[src/rtl/cnn_layer_accel_seq_pkg.sv]
// ============================================================================
// cnn_layer_accel_seq_pkg
// Shared types, constants and gray encoding for the weight sequence lookup path.
// Revision: 1.0
// ============================================================================
`default_nettype none

package cnn_layer_accel_seq_pkg;

  localparam int C_SEQ_LEN = 5;

  typedef enum logic [1:0] {
    ST_IDLE  = 2'd0,
    ST_RUN   = 2'd1,
    ST_DRAIN = 2'd2,
    ST_DONE  = 2'd3
  } seq_state_t;

  // Column phase presented to the table: 00, 01, 11, 10 repeating every 4 columns.
  function automatic logic [1:0] f_bin2gray2(input logic [1:0] i_bin);
    return i_bin ^ {1'b0, i_bin[1]};
  endfunction

endpackage

`default_nettype wire

[src/rtl/cnn_layer_accel_weight_sequence_gen.sv]
// ============================================================================
// cnn_layer_accel_weight_sequence_gen
// Walks addr/col/row counters per layer pass and drives the weight sequence table.
// Revision: 1.0
// ============================================================================
`default_nettype none

module cnn_layer_accel_weight_sequence_gen
  import cnn_layer_accel_seq_pkg::*;
#(
  parameter int C_DIM_WIDTH = 10,
  parameter int C_TABLE_LAT = 1
) (
  input  logic                   clk,
  input  logic                   rst_n,
  input  logic                   start,
  input  logic [C_DIM_WIDTH-1:0] cfg_num_cols,
  input  logic [C_DIM_WIDTH-1:0] cfg_num_rows,
  input  logic                   stall,
  output logic                   busy,
  output logic                   done,
  output logic [1:0]             gray_code,
  output logic                   sequence_selector,
  output logic [2:0]             seq_data_addr,
  output logic                   seq_valid,
  output logic                   seq_last,
  output logic                   wht_addr_valid
);

  localparam int               C_ADDR_W     = 3;
  localparam logic [C_ADDR_W-1:0] C_ADDR_MAX = C_ADDR_W'(C_SEQ_LEN - 1);
  localparam logic [7:0]       C_DRAIN_LAST = 8'(C_TABLE_LAT - 1);

  seq_state_t             r_state;
  logic [C_ADDR_W-1:0]    r_addr_cnt;
  logic [C_DIM_WIDTH-1:0] r_col_cnt;
  logic [C_DIM_WIDTH-1:0] r_row_cnt;
  logic [C_DIM_WIDTH-1:0] r_col_max;
  logic [C_DIM_WIDTH-1:0] r_row_max;
  logic [7:0]             r_drain_cnt;
  logic                   r_busy;
  logic                   r_done;
  logic [1:0]             r_gray;
  logic                   r_sel;
  logic [C_ADDR_W-1:0]    r_addr_out;
  logic                   r_seq_valid;
  logic                   r_seq_last;
  logic [C_TABLE_LAT-1:0] r_vld_pipe;

  logic w_addr_wrap;
  logic w_col_wrap;
  logic w_row_wrap;
  logic w_cfg_zero;
  logic w_start_ok;

  assign w_addr_wrap = (r_addr_cnt == C_ADDR_MAX);
  assign w_col_wrap  = (r_col_cnt == r_col_max);
  assign w_row_wrap  = (r_row_cnt == r_row_max);
  assign w_cfg_zero  = (cfg_num_cols == '0) || (cfg_num_rows == '0);
  // busy lags the FSM by a cycle, so gating on it also rejects start in the done cycle.
  assign w_start_ok  = start && (r_state == ST_IDLE) && !r_busy;

  always_ff @(posedge clk or negedge rst_n) begin
    if (!rst_n) begin
      r_state     <= ST_IDLE;
      r_addr_cnt  <= '0;
      r_col_cnt   <= '0;
      r_row_cnt   <= '0;
      r_col_max   <= '0;
      r_row_max   <= '0;
      r_drain_cnt <= '0;
      r_busy      <= 1'b0;
      r_done      <= 1'b0;
      r_gray      <= '0;
      r_sel       <= 1'b0;
      r_addr_out  <= '0;
      r_seq_valid <= 1'b0;
      r_seq_last  <= 1'b0;
    end else begin
      r_busy      <= (r_state != ST_IDLE);
      r_done      <= (r_state == ST_DONE);
      r_seq_valid <= 1'b0;
      r_seq_last  <= 1'b0;
      case (r_state)
        ST_IDLE: begin
          if (w_start_ok) begin
            r_col_max  <= cfg_num_cols - 1'b1;
            r_row_max  <= cfg_num_rows - 1'b1;
            r_addr_cnt <= '0;
            r_col_cnt  <= '0;
            r_row_cnt  <= '0;
            r_state    <= w_cfg_zero ? ST_DONE : ST_RUN;
          end
        end
        ST_RUN: begin
          if (!stall) begin
            r_seq_valid <= 1'b1;
            r_seq_last  <= w_addr_wrap && w_col_wrap && w_row_wrap;
            r_addr_out  <= r_addr_cnt;
            r_gray      <= f_bin2gray2(r_col_cnt[1:0]);
            r_sel       <= ~r_row_cnt[0];
            if (!w_addr_wrap) begin
              r_addr_cnt <= r_addr_cnt + 1'b1;
            end else begin
              r_addr_cnt <= '0;
              if (!w_col_wrap) begin
                r_col_cnt <= r_col_cnt + 1'b1;
              end else begin
                r_col_cnt <= '0;
                if (!w_row_wrap) begin
                  r_row_cnt <= r_row_cnt + 1'b1;
                end else begin
                  r_row_cnt   <= '0;
                  r_drain_cnt <= '0;
                  r_state     <= ST_DRAIN;
                end
              end
            end
          end
        end
        ST_DRAIN: begin
          if (r_drain_cnt == C_DRAIN_LAST) begin
            r_state <= ST_DONE;
          end else begin
            r_drain_cnt <= r_drain_cnt + 1'b1;
          end
        end
        ST_DONE: begin
          r_state <= ST_IDLE;
        end
        default: begin
          r_state <= ST_IDLE;
        end
      endcase
    end
  end

  // Matches the table's read latency so wht_addr_valid lines up with wht_data_addr.
  always_ff @(posedge clk or negedge rst_n) begin
    if (!rst_n) begin
      r_vld_pipe <= '0;
    end else begin
      r_vld_pipe[0] <= r_seq_valid;
      for (int i = 1; i < C_TABLE_LAT; i++) begin
        r_vld_pipe[i] <= r_vld_pipe[i-1];
      end
    end
  end

  assign busy              = r_busy;
  assign done              = r_done;
  assign gray_code         = r_gray;
  assign sequence_selector = r_sel;
  assign seq_data_addr     = r_addr_out;
  assign seq_valid         = r_seq_valid;
  assign seq_last          = r_seq_last;
  assign wht_addr_valid    = r_vld_pipe[C_TABLE_LAT-1];

endmodule

`default_nettype wire

[config.mk]
export PLATFORM = sky130hd
export DESIGN_NAME = cnn_layer_accel_weight_sequence_gen
export DESIGN_NICKNAME = d
export VERILOG_FILES = /design/src/rtl/cnn_layer_accel_seq_pkg.sv /design/src/rtl/cnn_layer_accel_weight_sequence_gen.sv
export SDC_FILE = /design/constraint.sdc
export NUM_CORES = 1
export LEC_CHECK = 0
export BUFFER_PORTS_ARGS = -buffer_cell sky130_fd_sc_hd__buf_2
export CORE_MARGIN = 8
export CORE_UTILIZATION = 55
export CTS_BUF_LIST = sky130_fd_sc_hd__clkbuf_16
export CTS_CLUSTER_SIZE = 24
export DETAILED_ROUTE_END_ITERATION = 10
export PLACE_DENSITY = 0.73
export SETUP_SLACK_MARGIN = 0.3
export SYNTH_ARGS = -nofsm -noshare
export SYNTH_HDL_FRONTEND = slang
export SYNTH_SLANG_ARGS = --single-unit
[constraint.sdc]
create_clock -name clk -period 3.1 [get_ports clk]
set_clock_uncertainty 0.2 [all_clocks]
set_input_delay 0.31 -clock clk [delete_from_list [all_inputs] [get_ports clk]]
set_output_delay 0.31 -clock clk [all_outputs]
set_load 0.05 [all_outputs]
==> results.json <==
{
  "outcome": "finished, final reports clean",
  "cts_tree": "yes",
  "die_height_um": 97.8,
  "ys_seq_elements": 64,
  "numClockSinks": 64,
  "crit_fanout": 11,
  "grt_max_degree": 44,
  "synth_edf_count": 0,
  "wl_per_cell_um": 15.2,
  "drtPass1Iterations": 4,
  "clk_latency_ns": 0.33,
  "syn_area_per_cell_um2": 9.59,
  "final-hold-violation-count": 0,
  "cts_root_buffer": "clkbuf_16",
  "ir_drop_uv": 439,
  "ant_nets": 0,
  "drv_slew": 0,
  "fin_hold_ws_ns": 0.0675,
  "gp_congestion": 0.780,
  "cp.depth": 8,
  "final_cell_mix": "dfrtp_1 (64), nand2_1 (59), o21ai_0 (51)",
  "critPathTopFamily": "simple AND/OR/NAND/NOR gates",
  "dominantRegCellSynth": "dfrtp_1",
  "ios": 35,
  "rsz0062_at_grt": "false",
  "path_cells": "inv_1 > ha_2 > inv_2 > o21ai_4 > and2_2 > nand2_2 > or2_1 > o31ai_1",
  "p_per_area_mw_per_mm2": 844,
  "antenna_found_initial": 0,
  "start_kind": "flip-flop",
  "fmax_mhz": 391,
  "n_antenna_cell": 0,
  "hpwl_um": 5650,
  "htree_num_levels": 3,
  "period_minus_slack_ns": 2.56,
  "drive_gt1_share_pct": 18.3,
  "startpoint": "r_state[1]",
  "synthArstFlopShare_pct": 100,
  "start_util_pct": 55.4,
  "drc": 0,
  "slew_headroom_pct": 51.1,
  "grt_pass1_vias": 2810,
  "port_buffers": 34,
  "worstMarginPinSlew_ns": 0.733,
  "synth_area_mm2": 0.00368,
  "min_period_over_period_pct": 82.5,
  "via_per_inst": 5.63,
  "crit_type": "reg2reg",
  "vias": 2855,
  "ys_seq_area_share_pct": 43.5,
  "synthDistinctLibCells": 54,
  "hold_class": "in2reg",
  "cp_slowest_cell": "dfrtp_1",
  "fin_tns_setup_ns": 0,
  "fillers": 539,
  "drt-initial-drc-count": 102,
  "reg2regPathDepth": 8,
  "grt_remaining_overflow": 0,
  "cp.arrival_ns": 2.58,
  "fin_nets": 461,
  "die-width_um": 97.8,
  "core_area_mm2": 0.00664,
  "critPathCaptureType": "flip-flop",
  "num_rows": 30,
  "wl_um": 7700,
  "dp_cells": 490,
  "r2r-end": "r_row_cnt[8]",
  "final_common_cell": "dfrtp_1",
  "final_cells": 507,
  "cts_buffers": 9,
  "r2r_start": "r_state[1]",
  "reg2reg_slack_ns": 0.54,
  "syn2layout_area_growth_pct": 14.9,
  "setup_viol": 0,
  "grt_pass1_wl_um": 13300,
  "cap_violations": 0,
  "crit_path_end": "r_row_cnt[8]",
  "path_buf_inv": 2,
  "dieArea_mm2": 0.00957,
  "clkTransAtPathRegs_ns": 0.05,
  "post-place-ws_ns": 0.333,
  "p_total_mw": 3.57,
  "required_ns": 3.12,
  "postCtsSetupRepairBufs": 0,
  "p_leak_nw": 1.92,
  "cp_slowest_stage_delay_ns": 0.41,
  "grt_usage_pct": 17.1,
  "yosysWarnings": 0,
  "synth_cells": 384,
  "setup_ws_ns": 0.542,
  "clockBufferDepth": 2,
  "synth_nets": 423
}
## cell families (layout without fill, tap and decap cells)
| family | count (synthesis) | after routing | share of synthesized area, % |
|---|---|---|---|
| compound gates | 85 | 85 | 15.2 |
| xor+xnor | 36 | 36 | 9.07 |
| fa+ha+maj | 15 | 15 | 5.10 |
| buf+inv | 28 | 71 | 3.47 |
| flops | 64 | 64 | 43.5 |
| mux | 5 | 5 | 1.49 |
| simple gates | 151 | 151 | 22.2 |
## sequential cells by signal (all words and copies together) (netlist names)
register / flops
r_drain_cnt: 8
r_addr_cnt: 3
gray_code: 2
r_col_max: 10
seq_valid: 1
r_row_max: 10
done: 1
seq_data_addr: 3
r_state: 2
r_col_cnt: 10
wht_addr_valid: 1
sequence_selector: 1
r_row_cnt: 10
seq_last: 1
busy: 1
## what timing repair did
item,CTS,global route
hold buffers,1,0
endpoints found under the hold margin,31,0
resized for setup,0,3
endpoints found under the setup margin,0,10
## cell type report
type                    count  area [µm²]  area share, %
multi-input cells         292        1960           46.3
inverters                  16        60.1           1.42
clock buffers               9         225           5.32
clock inverters             7        62.6           1.48
flip-flops and latches     64        1600           37.8
well taps                  80         100           2.37
repair buffers             39         223           5.26
## per-layer routing
layer / wire (µm) / vias to the layer above / global-route usage, %
met5: 0 / - / 0
met4: 177 / 0 / 8.51
met3: 305 / 14 / 3.13
met2: 3610 / 66 / 26.3
met1: 3600 / 1355 / 22.5
li1: - / 1420 / -
## synthesized netlist by cell type, types with 8 or more instances
cell	n	share of area (%)
and3_1	14	2.4
clkbuf_1	9	0.92
dfrtp_1	64	43
ha_1	15	5.1
inv_1	15	1.5
nand2_1	59	6.0
nand2b_1	9	1.5
nand3_1	9	1.2
nor2_1	16	1.6
nor3_1	8	1.1
o21ai_0	51	6.9
o31ai_1	9	1.8
xnor2_1	28	6.7
## metrics by stage
| stage | instance area, µm² | utilization [%] |
|---|---|---|
| final | 4230 | 63.7 |
| after global routing | 4230 | 63.7 |
| after CTS | 4230 | 63.6 |
| after detailed placement | 3930 | 59.1 |
| after global placement | 3930 | 59.1 |
| after floorplan | 3680 | - |
## worst reg2reg max path, cell delays in order (launching register included)
cell	delay, ns
dfrtp_1	0.41
inv_1	0.13
ha_2	0.31
inv_2	0.11
o21ai_4	0.19
and2_2	0.27
nand2_2	0.15
or2_1	0.40
o31ai_1	0.29
## worst min-delay path by stage
| stage | cells after the start | start | endpoint | slack [ns] |
|---|---|---|---|---|
| 6_report | 2 | cfg_num_rows[0] | r_row_max[0] | 0.07 |
| 3_5_place_dp | 0 | seq_valid | wht_addr_valid | 0.16 |
| 3_3_place_gp | 0 | seq_valid | wht_addr_valid | 0.15 |
| 4_1_cts | 2 | cfg_num_rows[0] | r_row_max[0] | 0.06 |
| 5_1_grt | 2 | cfg_num_cols[0] | r_col_max[0] | 0.06 |
| 2_1_floorplan | 0 | rst_n | busy | -0.19 |
## where the power goes
part           internal, mW  switching, mW  total, mW
clock                 0.613          0.354      0.966
sequential             1.06          0.189       1.25
combinational         0.502          0.859       1.36
(Power assumes the default switching activity.)
